==> src/rtl/ring_token_master.sv <==
// Ring stop that injects, recycles and (optionally) regenerates the ring Token slot.
// Optional watchdog: define RING_TOKEN_WATCHDOG_EN to enable Token-loss detection.
module ring_token_master #(
  parameter int MASTER_ID  = 0,
  parameter int INIT_DELAY = 16,
  parameter int TIMEOUT    = 4096
) (
  input  logic        clock,
  input  logic        reset,
  input  logic [31:0] RingIn,
  input  logic [3:0]  SlotTypeIn,
  input  logic [3:0]  SrcDestIn,
  output logic [31:0] tokenRingOut,
  output logic [3:0]  tokenSlotTypeOut,
  output logic [3:0]  tokenSrcDestOut,
  output logic        tokenDriveRing,
  output logic        tokenLost,
  output logic [15:0] rotations
);

  localparam logic [1:0] ST_INIT      = 2'd0;
  localparam logic [1:0] ST_REISSUE   = 2'd1;
  localparam logic [1:0] ST_CIRCULATE = 2'd2;
  localparam logic [1:0] ST_DRAIN     = 2'd3;

  localparam logic [3:0] SLOT_TOKEN = 4'd1;
  localparam logic [3:0] SLOT_NULL  = 4'd7;

  localparam logic [7:0] INIT_LAST = 8'(INIT_DELAY - 1);
  localparam logic [3:0] MASTER_SD = 4'(MASTER_ID);

  // Elaboration-time guard on the configurable ranges.
  if (INIT_DELAY < 1 || INIT_DELAY > 255) begin : g_bad_init_delay
    $error("ring_token_master: INIT_DELAY out of range 1..255");
  end
  if (TIMEOUT < 2 || TIMEOUT > 65535) begin : g_bad_timeout
    $error("ring_token_master: TIMEOUT out of range 2..65535");
  end

  logic [1:0]  state_q, state_d;
  logic [7:0]  delay_q, delay_d;
  logic [7:0]  drain_q, drain_d;
  logic [15:0] rotations_q, rotations_d;

  logic        is_token;
  logic        is_null;
  logic [7:0]  token_count;
  logic        emit_token;
  logic        kill_slot;
  logic        lost_pulse;

`ifdef RING_TOKEN_WATCHDOG_EN
  localparam logic [15:0] WD_LAST = 16'(TIMEOUT - 1);
  logic [15:0] wd_q, wd_d;
`endif

  assign is_token    = (SlotTypeIn == SLOT_TOKEN);
  assign is_null     = (SlotTypeIn == SLOT_NULL);
  assign token_count = RingIn[7:0];

  always_comb begin
    state_d     = state_q;
    delay_d     = delay_q;
    drain_d     = drain_q;
    rotations_d = rotations_q;
    emit_token  = 1'b0;
    kill_slot   = 1'b0;
    lost_pulse  = 1'b0;
`ifdef RING_TOKEN_WATCHDOG_EN
    wd_d        = wd_q;
`endif

    case (state_q)
      ST_INIT: begin
        // Any Token still circulating from before reset is destroyed here.
        if (is_token) begin
          kill_slot = 1'b1;
        end else begin
          kill_slot = 1'b0;
        end
        if (delay_q == INIT_LAST) begin
          state_d = ST_REISSUE;
          delay_d = 8'd0;
        end else begin
          delay_d = delay_q + 8'd1;
        end
      end

      ST_REISSUE: begin
        if (is_null) begin
          emit_token = 1'b1;
          state_d    = ST_CIRCULATE;
`ifdef RING_TOKEN_WATCHDOG_EN
          wd_d       = 16'd0;
`endif
        end else if (is_token) begin
          kill_slot = 1'b1;
        end else begin
          kill_slot = 1'b0;
        end
      end

      ST_CIRCULATE: begin
        if (is_token) begin
          rotations_d = rotations_q + 16'd1;
`ifdef RING_TOKEN_WATCHDOG_EN
          wd_d        = 16'd0;
`endif
          if (token_count != 8'd0) begin
            kill_slot = 1'b1;
            drain_d   = token_count;
            state_d   = ST_DRAIN;
          end else begin
            kill_slot = 1'b0;
          end
        end else begin
`ifdef RING_TOKEN_WATCHDOG_EN
          if (wd_q == WD_LAST) begin
            lost_pulse = 1'b1;
            wd_d       = 16'd0;
            state_d    = ST_REISSUE;
          end else begin
            wd_d = wd_q + 16'd1;
          end
`else
          lost_pulse = 1'b0;
`endif
        end
      end

      ST_DRAIN: begin
        // Duplicate Tokens are destroyed without disturbing the drain length.
        if (is_token) begin
          kill_slot = 1'b1;
        end else begin
          kill_slot = 1'b0;
        end
        drain_d = drain_q - 8'd1;
        if (drain_q <= 8'd1) begin
          state_d = ST_REISSUE;
          drain_d = 8'd0;
        end else begin
          state_d = ST_DRAIN;
        end
      end

      default: begin
        state_d = ST_INIT;
        delay_d = 8'd0;
        drain_d = 8'd0;
      end
    endcase
  end

  always_comb begin
    tokenRingOut     = RingIn;
    tokenSlotTypeOut = SlotTypeIn;
    tokenSrcDestOut  = SrcDestIn;
    tokenDriveRing   = 1'b0;
    if (emit_token) begin
      tokenRingOut     = 32'd0;
      tokenSlotTypeOut = SLOT_TOKEN;
      tokenSrcDestOut  = MASTER_SD;
      tokenDriveRing   = 1'b1;
    end else if (kill_slot) begin
      tokenRingOut     = 32'd0;
      tokenSlotTypeOut = SLOT_NULL;
      tokenSrcDestOut  = 4'd0;
      tokenDriveRing   = 1'b1;
    end else begin
      tokenDriveRing   = 1'b0;
    end
  end

  assign tokenLost = lost_pulse;
  assign rotations = rotations_q;

  always_ff @(posedge clock) begin
    if (reset) begin
      state_q     <= ST_INIT;
      delay_q     <= 8'd0;
      drain_q     <= 8'd0;
      rotations_q <= 16'd0;
    end else begin
      state_q     <= state_d;
      delay_q     <= delay_d;
      drain_q     <= drain_d;
      rotations_q <= rotations_d;
    end
  end

`ifdef RING_TOKEN_WATCHDOG_EN
  always_ff @(posedge clock) begin
    if (reset) begin
      wd_q <= 16'd0;
    end else begin
      wd_q <= wd_d;
    end
  end
`endif

endmodule

==> config.mk <==
export PLATFORM = sky130hd
export DESIGN_NAME = ring_token_master
export DESIGN_NICKNAME = d
export VERILOG_FILES = /design/src/rtl/ring_token_master.sv
export SDC_FILE = /design/constraint.sdc
export NUM_CORES = 1
export LEC_CHECK = 0
export CORE_MARGIN = 5
export CORE_UTILIZATION = 43
export CTS_BUF_LIST = sky130_fd_sc_hd__clkbuf_4 sky130_fd_sc_hd__clkbuf_8
export CTS_CLUSTER_SIZE = 8
export DETAILED_ROUTE_END_ITERATION = 6
export PLACE_DENSITY = 0.85
export SYNTH_ARGS = -nofsm -noshare
export SYNTH_HDL_FRONTEND = slang
export SYNTH_SLANG_ARGS = --single-unit
==> constraint.sdc <==
create_clock -name clock -period 2.95 [get_ports clock]
set_input_delay 0.59 -clock clock [delete_from_list [all_inputs] [get_ports clock]]
set_output_delay 0.59 -clock clock [all_outputs]
set_load 0.02 [all_outputs]
After elaboration in Yosys (flattened, before gate mapping) --
Cells that the tools add are included.
Word-level totals: output and inout port bits 58, bits in registers 34, bits of input ports 42, logic and storage cells 51
Cells by class: multiplexer cells 26, order comparisons 1, reductions and logical operators 7, $add $sub $neg 3, equal/unequal tests 10
Operator list (count):
- 32-bit two-way mux | 2
- 8-bit two-way mux | 4
- 16-bit by 1-bit adder with 16-bit output (second input constant) | 1
- 4-bit two-way mux | 4
- 8-bit one-hot mux with 2 select lines | 1
- 2-bit two-way mux | 5
- 8-bit by 1-bit adder with 8-bit output (second input constant) | 1
- 8-bit by 4-bit == test with 1-bit output (second input constant) | 1
- 8-bit by 1-bit less-or-equal comparator with 1-bit output (second input constant) | 1
- 1-bit two-way mux | 8
- 2-bit != test (second input constant) | 4
- 2-bit one-hot mux with 4 select lines | 1
- 8-bit nonzero test | 1
- 8-bit by 1-bit subtractor with 8-bit output (second input constant) | 1
- 2-bit == test (second input constant) | 2
- 4-bit by 1-bit == test with 1-bit output (second input constant) | 1
- 4-bit by 3-bit == test with 1-bit output (second input constant) | 1
- 4-bit AND reduction | 1
- 1-bit one-hot mux with 3 select lines | 1
- 3-bit AND reduction | 1
- 2-bit by 1-bit == test with 1-bit output (second input constant) | 1
- 2-bit logical NOT | 1
- 2-bit AND reduction | 1
- 2-bit nonzero test | 1
- 2-bit OR reduction | 1

Depth between registers and ports, before layout --
Gate-level depths: netlist of run 1.
depth in word-level cells 6, mapped depth 8, mapped depth without buffers 6

Worst setup path after synthesis of run 1 --
No wires, ideal clock.
path kind input port to output port, start point input RingIn[2], end point output tokenRingOut[21], arrival 2.296 ns, slack 0.064 ns, buffers on the path 2, stages 6, required time 2.360 ns, cells stage by stage or4_1 -> o21ai_1 -> a31oi_1 -> buf_2 -> buf_2 -> nor3b_1
On the way: word-level cells in the longest chain between the ends 6
Ends and longest elaborated chain:
- start, declared | RTL line 10 | input logic [31:0] RingIn,
- 8-bit nonzero test | RTL line 109 | if (token_count != 8'd0) begin
- 1-bit two-way mux | RTL line 109
- 1-bit two-way mux | RTL line 104 | if (is_token) begin
- 1-bit one-hot mux with 3 select lines | RTL line 73 | case (state_q)
- 32-bit two-way mux | RTL line 165 | end else if (kill_slot) begin
- 32-bit two-way mux | RTL line 160 | if (emit_token) begin
- end, declared | RTL line 13 | output logic [31:0] tokenRingOut,
Every way passes these cells.

Final worst setup path of run 1 --
start point input RingIn[0], end point output tokenRingOut[20]
Same word-level chain as after synthesis.

==> results of run 1 <==
==> registers in the layout (all words and copies together) (netlist names) <==
name,flops
state_q,2
rotations,16
drain_q,8
delay_q,8
==> cells in the final DEF (no fill, tap or decap), types with 7 or more instances in the layout <==
cell type	instances
sky130_fd_sc_hd__nand2b_1	12
sky130_fd_sc_hd__buf_2	22
sky130_fd_sc_hd__o21ai_0	10
sky130_fd_sc_hd__ha_1	9
sky130_fd_sc_hd__buf_4	41
sky130_fd_sc_hd__a21oi_1	13
sky130_fd_sc_hd__nor3b_2	27
sky130_fd_sc_hd__or3_1	7
sky130_fd_sc_hd__dfxtp_1	34
sky130_fd_sc_hd__nor2_1	17
sky130_fd_sc_hd__inv_1	11
sky130_fd_sc_hd__xor2_1	8
sky130_fd_sc_hd__nand3_1	13
sky130_fd_sc_hd__nand2_1	13
sky130_fd_sc_hd__nor3b_1	7
sky130_fd_sc_hd__clkdlybuf4s50_1	49
sky130_fd_sc_hd__a22oi_1	8
==> synth_stat cells, types with 4 or more instances <==
cell type	count	share of area, %
sky130_fd_sc_hd__nor3b_1	36	12
sky130_fd_sc_hd__nand2_1	13	2.2
sky130_fd_sc_hd__dfxtp_1	34	30
sky130_fd_sc_hd__a22oi_1	8	2.7
sky130_fd_sc_hd__nor4_1	4	1.1
sky130_fd_sc_hd__ha_1	9	5.0
sky130_fd_sc_hd__xor2_1	8	3.1
sky130_fd_sc_hd__or3_1	7	2.0
sky130_fd_sc_hd__or4_1	7	2.3
sky130_fd_sc_hd__o32ai_1	6	2.3
sky130_fd_sc_hd__nand2b_1	12	3.3
sky130_fd_sc_hd__nand4_1	5	1.4
sky130_fd_sc_hd__nand3_1	13	2.9
sky130_fd_sc_hd__clkbuf_1	14	2.3
sky130_fd_sc_hd__o31ai_1	4	1.3
sky130_fd_sc_hd__a21oi_1	13	2.9
sky130_fd_sc_hd__o21ai_0	10	2.2
sky130_fd_sc_hd__inv_1	11	1.8
sky130_fd_sc_hd__nor2_1	18	3.0
==> layout make-up <==
| class | count | area (um^2) | share of cell area, % |
|---|---|---|---|
| Multi-Input combinational cell | 212 | 1630 | 43.5 |
| Timing Repair Buffer | 133 | 1210 | 32.3 |
| Sequential cell | 34 | 681 | 18.1 |
| Tap cell | 70 | 87.6 | 2.33 |
| Clock buffer | 6 | 82.6 | 2.20 |
| Inverter | 12 | 45.0 | 1.20 |
| Clock inverter | 2 | 12.5 | 0.333 |
==> worst min-delay path: cells and delay by family (launching register included) <==
| kind | cells | cell delay [ns] |
|---|---|---|
| flops | 1 | 0.32 |
| compound gates | 2 | 0.12 |
==> power groups by stage <==
| stage | registers (mW) | clock network (mW) | logic (mW) |
|---|---|---|---|
| after global placement | 0.506 | 0 | 0.351 |
| final | 0.498 | 0.368 | 0.378 |
| after CTS | 0.498 | 0.376 | 0.355 |
| after global routing | 0.501 | 0.395 | 0.408 |
| after detailed placement | 0.508 | 0 | 0.360 |
| after floorplan | 0.503 | 0 | 0.185 |
==> per-layer routing <==
layer	GRT usage, %	vias to the layer above
li1	-	1272
met1	27.2	1263
met2	42.1	101
met3	5.21	17
met4	6.48	0
met5	0	-
==> stage by stage <==
| stage | total power, mW | instances |
|---|---|---|
| floorplan | 0.688 | 277 |
| global placement | 0.857 | 452 |
| detailed placement | 0.868 | 452 |
| global route | 1.30 | 469 |
| CTS | 1.23 | 467 |
| finish | 1.24 | 469 |
==> cells by family (layout without fill, tap and decap cells) <==
logic type,count (synthesis),in the layout,share of synthesized area [%]
simple gates,130,130,35.5
compound gates,59,59,18.1
other cells,1,1,0.167
xor+xnor,10,10,3.91
buf+inv,31,153,5.53
mux,3,3,1.40
fa+ha+maj,9,9,5.03
flops,34,34,30.4
==> repair_timing <==
action	CTS	global route
setup buffers	3	1
cloned	4	1
resized for setup	231	42
endpoints found under the setup margin	39	39
pin swaps	4	6
==> path summary, 6_finish.rpt <==
path	from	endpoint	depth (start not counted)
setup / recovery	RingIn[0]	tokenRingOut[20]	8
hold / removal	rotations[15]	rotations[15]	2
setup reg to reg	drain_q[0]	drain_q[2]	7
hold reg to reg	rotations[15]	rotations[15]	2
==> reports/summary.md, run 1 <==
For the insertion delay to the later sink of the worst-skew pair, the log shows 0.29 ns. The synthesized design contains 34 register bits. The maximum number of pins on one net before global-route repair was 29; the die outline width was 82.2 um.

The final hold slack came out at 0.487 ns. The critical path contains buffers and inverters numbering 4 combined. The cell row count was 26. Summed over all nets, the switching power comes to 0.383 mW.

The number of antenna violations at the first check in global routing came out at 0. The cell sitting at the root of the clock tree is a sky130_fd_sc_hd__clkbuf_8. The critical path is of the in -> out type. Broken down by cell family, the worst path's largest delay share belongs to simple AND/OR/NAND/NOR gates. Summed over all layers, the global routing overflow is 0. The tools report the kind of launch point of the worst setup path as a primary input.

Summing all placed instances gives a cell area of 3450 um^2. The data arrival time of the critical path was 2.32 ns. The largest single stage delay on the critical path is 0.51 ns.

The logs give 0.846 for the final weighted congestion in routability-driven placement and 0 for the antenna cell count. The critical path goes through clkdlybuf4s15_1, or4_4, o21ai_4, a31oi_4, buf_4, buf_16, nor3b_1, buf_2. The final count of hold timing violations came out at 0. In this run the static leakage power is 1.58 nW. After detailed routing, the wire length on met1 is 3160 um. The average footprint of a synthesized cell was 8.09 um^2. The number of remaining DRC errors is 0, and the total detailed-routing wirelength is 7920 um. The number of clock buffers added by TritonCTS is 5. The number of max-slew violations in the final report is 0. The boundary pin count is 100, and the area of the mapped netlist is 2240 um^2. Proportion of power drawn by combinational gates: 30.4%. For the number of global-route vias before repair, the log shows 2494.

The clock-pin slew on the worst setup and hold paths was 0.07 ns; the share of power burned in registers was 40.1%. The ratio of final minimum period to clock period is 98.5%, and the transition time at the pin with the least slew margin is 0.955 ns. For this configuration, the core starts out at a cell density of 44.2%. The flow ran to the end, and the final reports show no timing, DRC or antenna violations.

The logs give 0.279 mV for the worst vdd rail ir drop and 107 for the DRC marker count from the first detailed-route iteration. The detail route stage leaves a number of antenna-violating nets equal to 0. The Yosys warning count was 0; the number of buffers inserted by port buffering was 98. Of the total power, the share spent switching nets is 30.8%.

In this run the top signal layer used is met4. The routed design uses 4000 um of met2 wire. The most common flop cell mapped by yosys was sky130_fd_sc_hd__dfxtp_1. The cell area power density was 331 nW/um^2; the internal power contribution was 0.861 mW.

For the final routed database, the setup TNS stands at 0 ns. Once routing completed, OpenROAD measured the worst setup slack at 0.0437 ns. The post-synthesis cell count came out at 277. The required time at the endpoint of the critical path was 2.36 ns.

In the synthesized netlist the async set-or-reset flop fraction comes to 0%. Worst hold path class: reg -> reg. From synthesis to final layout, the design area changed by 67.5%.

Counting the fill cells in the layout gives 358. The placeable core region was 5070 um^2; the headroom to the max-slew limit was 36.1%. After legalization and detailed placement, the total HPWL measured 5430 um. For this run, the detailed router's first-pass iteration total came to 4. The floorplan step defined a die boundary enclosing 6760 um^2.

The detailed-route vias per instance is 5.66. Of the total power, the clock network draws 29.5%. In this run the register-to-register setup slack is 0.63 ns. The critical path endpoint category was a primary output.

The first global-routing pass estimated 12300 um of wire. The fraction of final layout cells with drive strength greater than 1 came out at 31.3%. The maximum net fanout on the critical path is 5, and the total routing resource utilization after global routing is 23.3%. Setup violations remaining at the end of the flow were counted as 0. For this design, the sink count on the clock tree is 34. The overall die height was 82.2 um; the sequential element share of the synthesized area was 30.4%. The wire length per cell is 16.9 um, and the via count is 2653. The tools report the post-synthesis cell type count as 47.

The maximum root-to-sink buffer count is 2. The design area was 3750 um^2. The number of nets handed over by synthesis was 328. Among all stages on the critical path, the largest delay is contributed by sky130_fd_sc_hd__or4_4. The post-layout minimum cycle time came out at 2.91 ns. Across the run, the number of max-cap violations was 0.

In the detailed route, the total length drawn on met3 is 619 um. The count of flip-flops with a built-in enable after synthesis works out to 0. The placement-stage worst setup slack was -0.614 ns; the layout net count was 449. The highest clock frequency the design can meet was 344 MHz; the clock skew after layout was 0.00772 ns. After clock tree synthesis, the flow added hold-fix buffers numbering 0. In this run the number of H-tree levels came out at 2.

The tools report the utilization after layout as 74.0%. TritonCTS built the clock tree.
Note: power is estimated with default switching activity, not from simulation.
==> inputs of run 2 (changes only) <==
Settings changed: CAP_MARGIN set to 30.
Clock period 2.95 ns to 2.7 ns, I/O delays scaled along.
==> run 2 against run 1 <==
The run now ends with setup timing left. Non-clock buffer count decreased by 3. Design area decreased by 0.23%. Hold slack improved by 0.0058 ns. Critical path type unchanged. Critical endpoint is now tokenRingOut[8].
==> reports/summary.md, run 2 (same netlist as run 1, synthesis figures left out) <==
The run finished, with violations left. The checks that failed: setup timing. After clock tree synthesis, the clock-pin slew on the worst setup and hold paths is 0.08 ns. The transition time at the pin with the least slew margin works out to 0.681 ns. The die outline width came out at 82.2 um. The number of max-slew violations in the final report is 0, and the via count is 2696.

The worst hold path belongs to the class reg -> reg. The minimum setup slack among reg-to-reg paths came out at 0.48 ns. The total clock sinks was 34. The number of detailed-routing iterations run before antenna repair was 5. The post-layout minimum cycle time was 2.78 ns; the number of remaining DRC errors was 0. By startpoint and endpoint, the worst setup path is classified as in -> out. The total routing resource utilization after global routing was 23.2%; the cell area after placement was 3460 um^2. The worst setup path is captured at a primary output.

The tools report the clock skew after layout as 0.00830 ns. The run gives 0 as the count of antenna-violating nets left after detailed routing. Proportion of power drawn by combinational gates: 31.2%. The worst-case IR drop observed on VDD is 0.520 mV. The worst hold path stage count works out to 2.

For the number of antenna violations at the first check in global routing, the log shows 0. The slowest stage of the critical path belongs to the cell sky130_fd_sc_hd__or4_4. Wire length per cell: 18.2 um. Share of power burned in registers: 39.5%. Leaving out fill and tap cells, the most frequent cells in the layout are sky130_fd_sc_hd__buf_4 (48), sky130_fd_sc_hd__clkdlybuf4s50_1 (47), sky130_fd_sc_hd__dfxtp_1 (34), sky130_fd_sc_hd__nor3b_2 (24), sky130_fd_sc_hd__nor2_1 (17).

The finished layout holds 466 standard cells, fillers aside. The worst pin sits at a relative slew slack of 54.5%. The register with the most flip-flops in the layout has 16 of them. The HPWL after detailed placement is 5410 um.

The most numerous cell type found on the critical path is sky130_fd_sc_hd__buf_6. At the worst endpoint, the required time is 2.16 ns. The number of global-route vias before repair was 2501. The switching part of the total power was 31.5%; the data arrival time of the critical path was 2.24 ns. Prior to clock tree synthesis, the placed netlist has a worst setup slack of -0.769 ns. The tools report the maximum level of the CTS H-tree as 2. In the routed layout, each cell is associated on average with a via count of 5.79. For this configuration, the core starts out at a cell density of 44.2%. The logs give 1.56 nW for the leakage dissipation and 0.837 for the final weighted congestion in routability-driven placement.

The internal power contribution is 0.944 mW, and the area growth from synthesis to layout is 67.1%. Entering global routing, the biggest net connects 25 pins. In this run, the number of DRC markers left after iteration 0 of detailed routing was 119. The analysis attributes to net switching a power of 0.433 mW. The instance count after placement with tap cells included is 452. The ratio of final minimum period to clock period works out to 103%. The number of CTS-inserted buffers was 5. The highest clock frequency the design can meet is 360 MHz, and the number of buffer and inverter instances along the worst setup path is 3.

The worst hold path terminates at rotations[15]. Delay of the slowest cell on the worst path: 0.56 ns. The tools report the source of the worst register-to-register timing path as drain_q[0]. Of the total power, the clock network draws 29.3%. Cell area power density: 368 nW/um^2.

0 antenna diodes ended up in the layout. The minimum setup slack in the final design is -0.0755 ns. For this block, the routed nets add up to 8470 um of wire. In this run the core area contains 26 standard-cell rows.

The design area was 3740 um^2. The post-route netlist has 32.3% of its cells at a drive strength greater than 1. Setup violations remaining at the end of the flow were counted as 14. Setup repair after global routing could not meet its margin everywhere. Fill cells in the final layout number 345. The critical path runs through a total of 7 cells. Boundary pin count: 100.

The utilization after layout was 73.8%. The first global-routing pass estimated 12100 um of wire. Placeable core region: 5070 um^2.

TritonCTS built the clock tree. The insertion delay to the later sink of the worst-skew pair came out at 0.29 ns. The maximum net fanout on the critical path works out to 10. Clock tree synthesis selected as its root buffer the cell sky130_fd_sc_hd__clkbuf_8.

The setup TNS was -0.633 ns; the cell count of the worst reg-to-reg path was 7. STA classifies the critical path startpoint as a primary input. Leaving out fill and tap cells, the most frequent cell in the layout is sky130_fd_sc_hd__buf_4. Overall die height: 82.2 um.

The longest clock path from root to sink contains 2 buffers. During placement, the flow inserted port buffers numbering 98. Traced cell by cell, the critical path runs through buf_6, or4_4, o21ai_4, a31oi_4, buf_6, nor3b_2, buf_4. The final count of hold timing violations was 0; the leftover overflow at the end of global routing was 0.

The tools report the end of the worst register-to-register path as drain_q[1]. The hold buffer count at cts came out at 0. Top cell family by delay on the critical path: simple AND/OR/NAND/NOR gates. The tool flagged a number of max-cap violations equal to 0. The tools report the total die area as 6760 um^2.

The startpoint identified for the worst hold timing path is rotations[15]. In the final design database the tool counted 446 nets.
run 2: cell types whose count changed in the layout (fill, tap and decap cells not counted), sizes merged:
cell / previous run / this run
dlygate4sd2: 2 / 3
clkdlybuf4s50: 49 / 47
buf: 72 / 77
clkdlybuf4s15: 3 / 1
clkbuf: 10 / 7
bufbuf: 1 / 0
dlymetal6s2s: 2 / 1
run 2: power by group through the flow:
stage               logic [mW]  clock network [mW]  registers [mW]
floorplan                0.202                   0           0.550
global placement         0.383                   0           0.553
detailed placement       0.392                   0           0.554
CTS                      0.396               0.410           0.543
global route             0.452               0.432           0.545
finish                   0.430               0.403           0.544
run 2: area by class of cell:
| type | count | area (um^2) | share of cell area, % |
|---|---|---|---|
| multi-input cells | 212 | 1660 | 44.4 |
| repair buffers | 130 | 1170 | 31.3 |
| flip-flops and latches | 34 | 681 | 18.2 |
| well taps | 70 | 87.6 | 2.34 |
| clock buffers | 6 | 82.6 | 2.21 |
| inverters | 12 | 45.0 | 1.20 |
| clock inverters | 2 | 12.5 | 0.334 |
run 2: through the flow:
stage / power [mW] / hold WS (ns)
finish: 1.38 / 0.493
global route: 1.43 / 0.529
CTS: 1.35 / 0.492
detailed placement: 0.946 / 0.481
global placement: 0.936 / 0.469
floorplan: 0.752 / 0.466
run 2: worst min-delay path: stages, from the launching register on:
cell	delay, ns
sky130_fd_sc_hd__dfxtp_1	0.32
sky130_fd_sc_hd__o31ai_1	0.07
sky130_fd_sc_hd__a21oi_1	0.06
run 2: how the worst max path moves through the flow:
stage | from | endpoint | slack (ns)
floorplan | RingIn[2] | tokenRingOut[21] | -0.09
global placement | RingIn[2] | tokenRingOut[6] | -0.75
detailed placement | RingIn[2] | tokenRingOut[3] | -0.77
CTS | RingIn[2] | tokenRingOut[9] | -0.03
global route | RingIn[0] | tokenRingOut[6] | -0.11
finish | RingIn[0] | tokenRingOut[8] | -0.08
run 2: routing by layer:
| metal | wire, um | global-route usage, % | vias up | part of all wire, % |
|---|---|---|---|---|
| met1 | 3050 | 25.2 | 1290 | 36 |
| met2 | 4470 | 42.2 | 118 | 53 |
| met3 | 621 | 5.10 | 27 | 7.3 |
| met5 | 0 | 0 | - | 0 |
| li1 | - | - | 1261 | - |
| met4 | 329 | 11.0 | 0 | 3.9 |
run 2: repair_timing:
item | in CTS | in global routing
cloned | 4 | 0
setup endpoints to repair | 39 | 39
pin swaps | 8 | 13
gates resized for setup | 284 | 32
setup buffers | 3 | 1
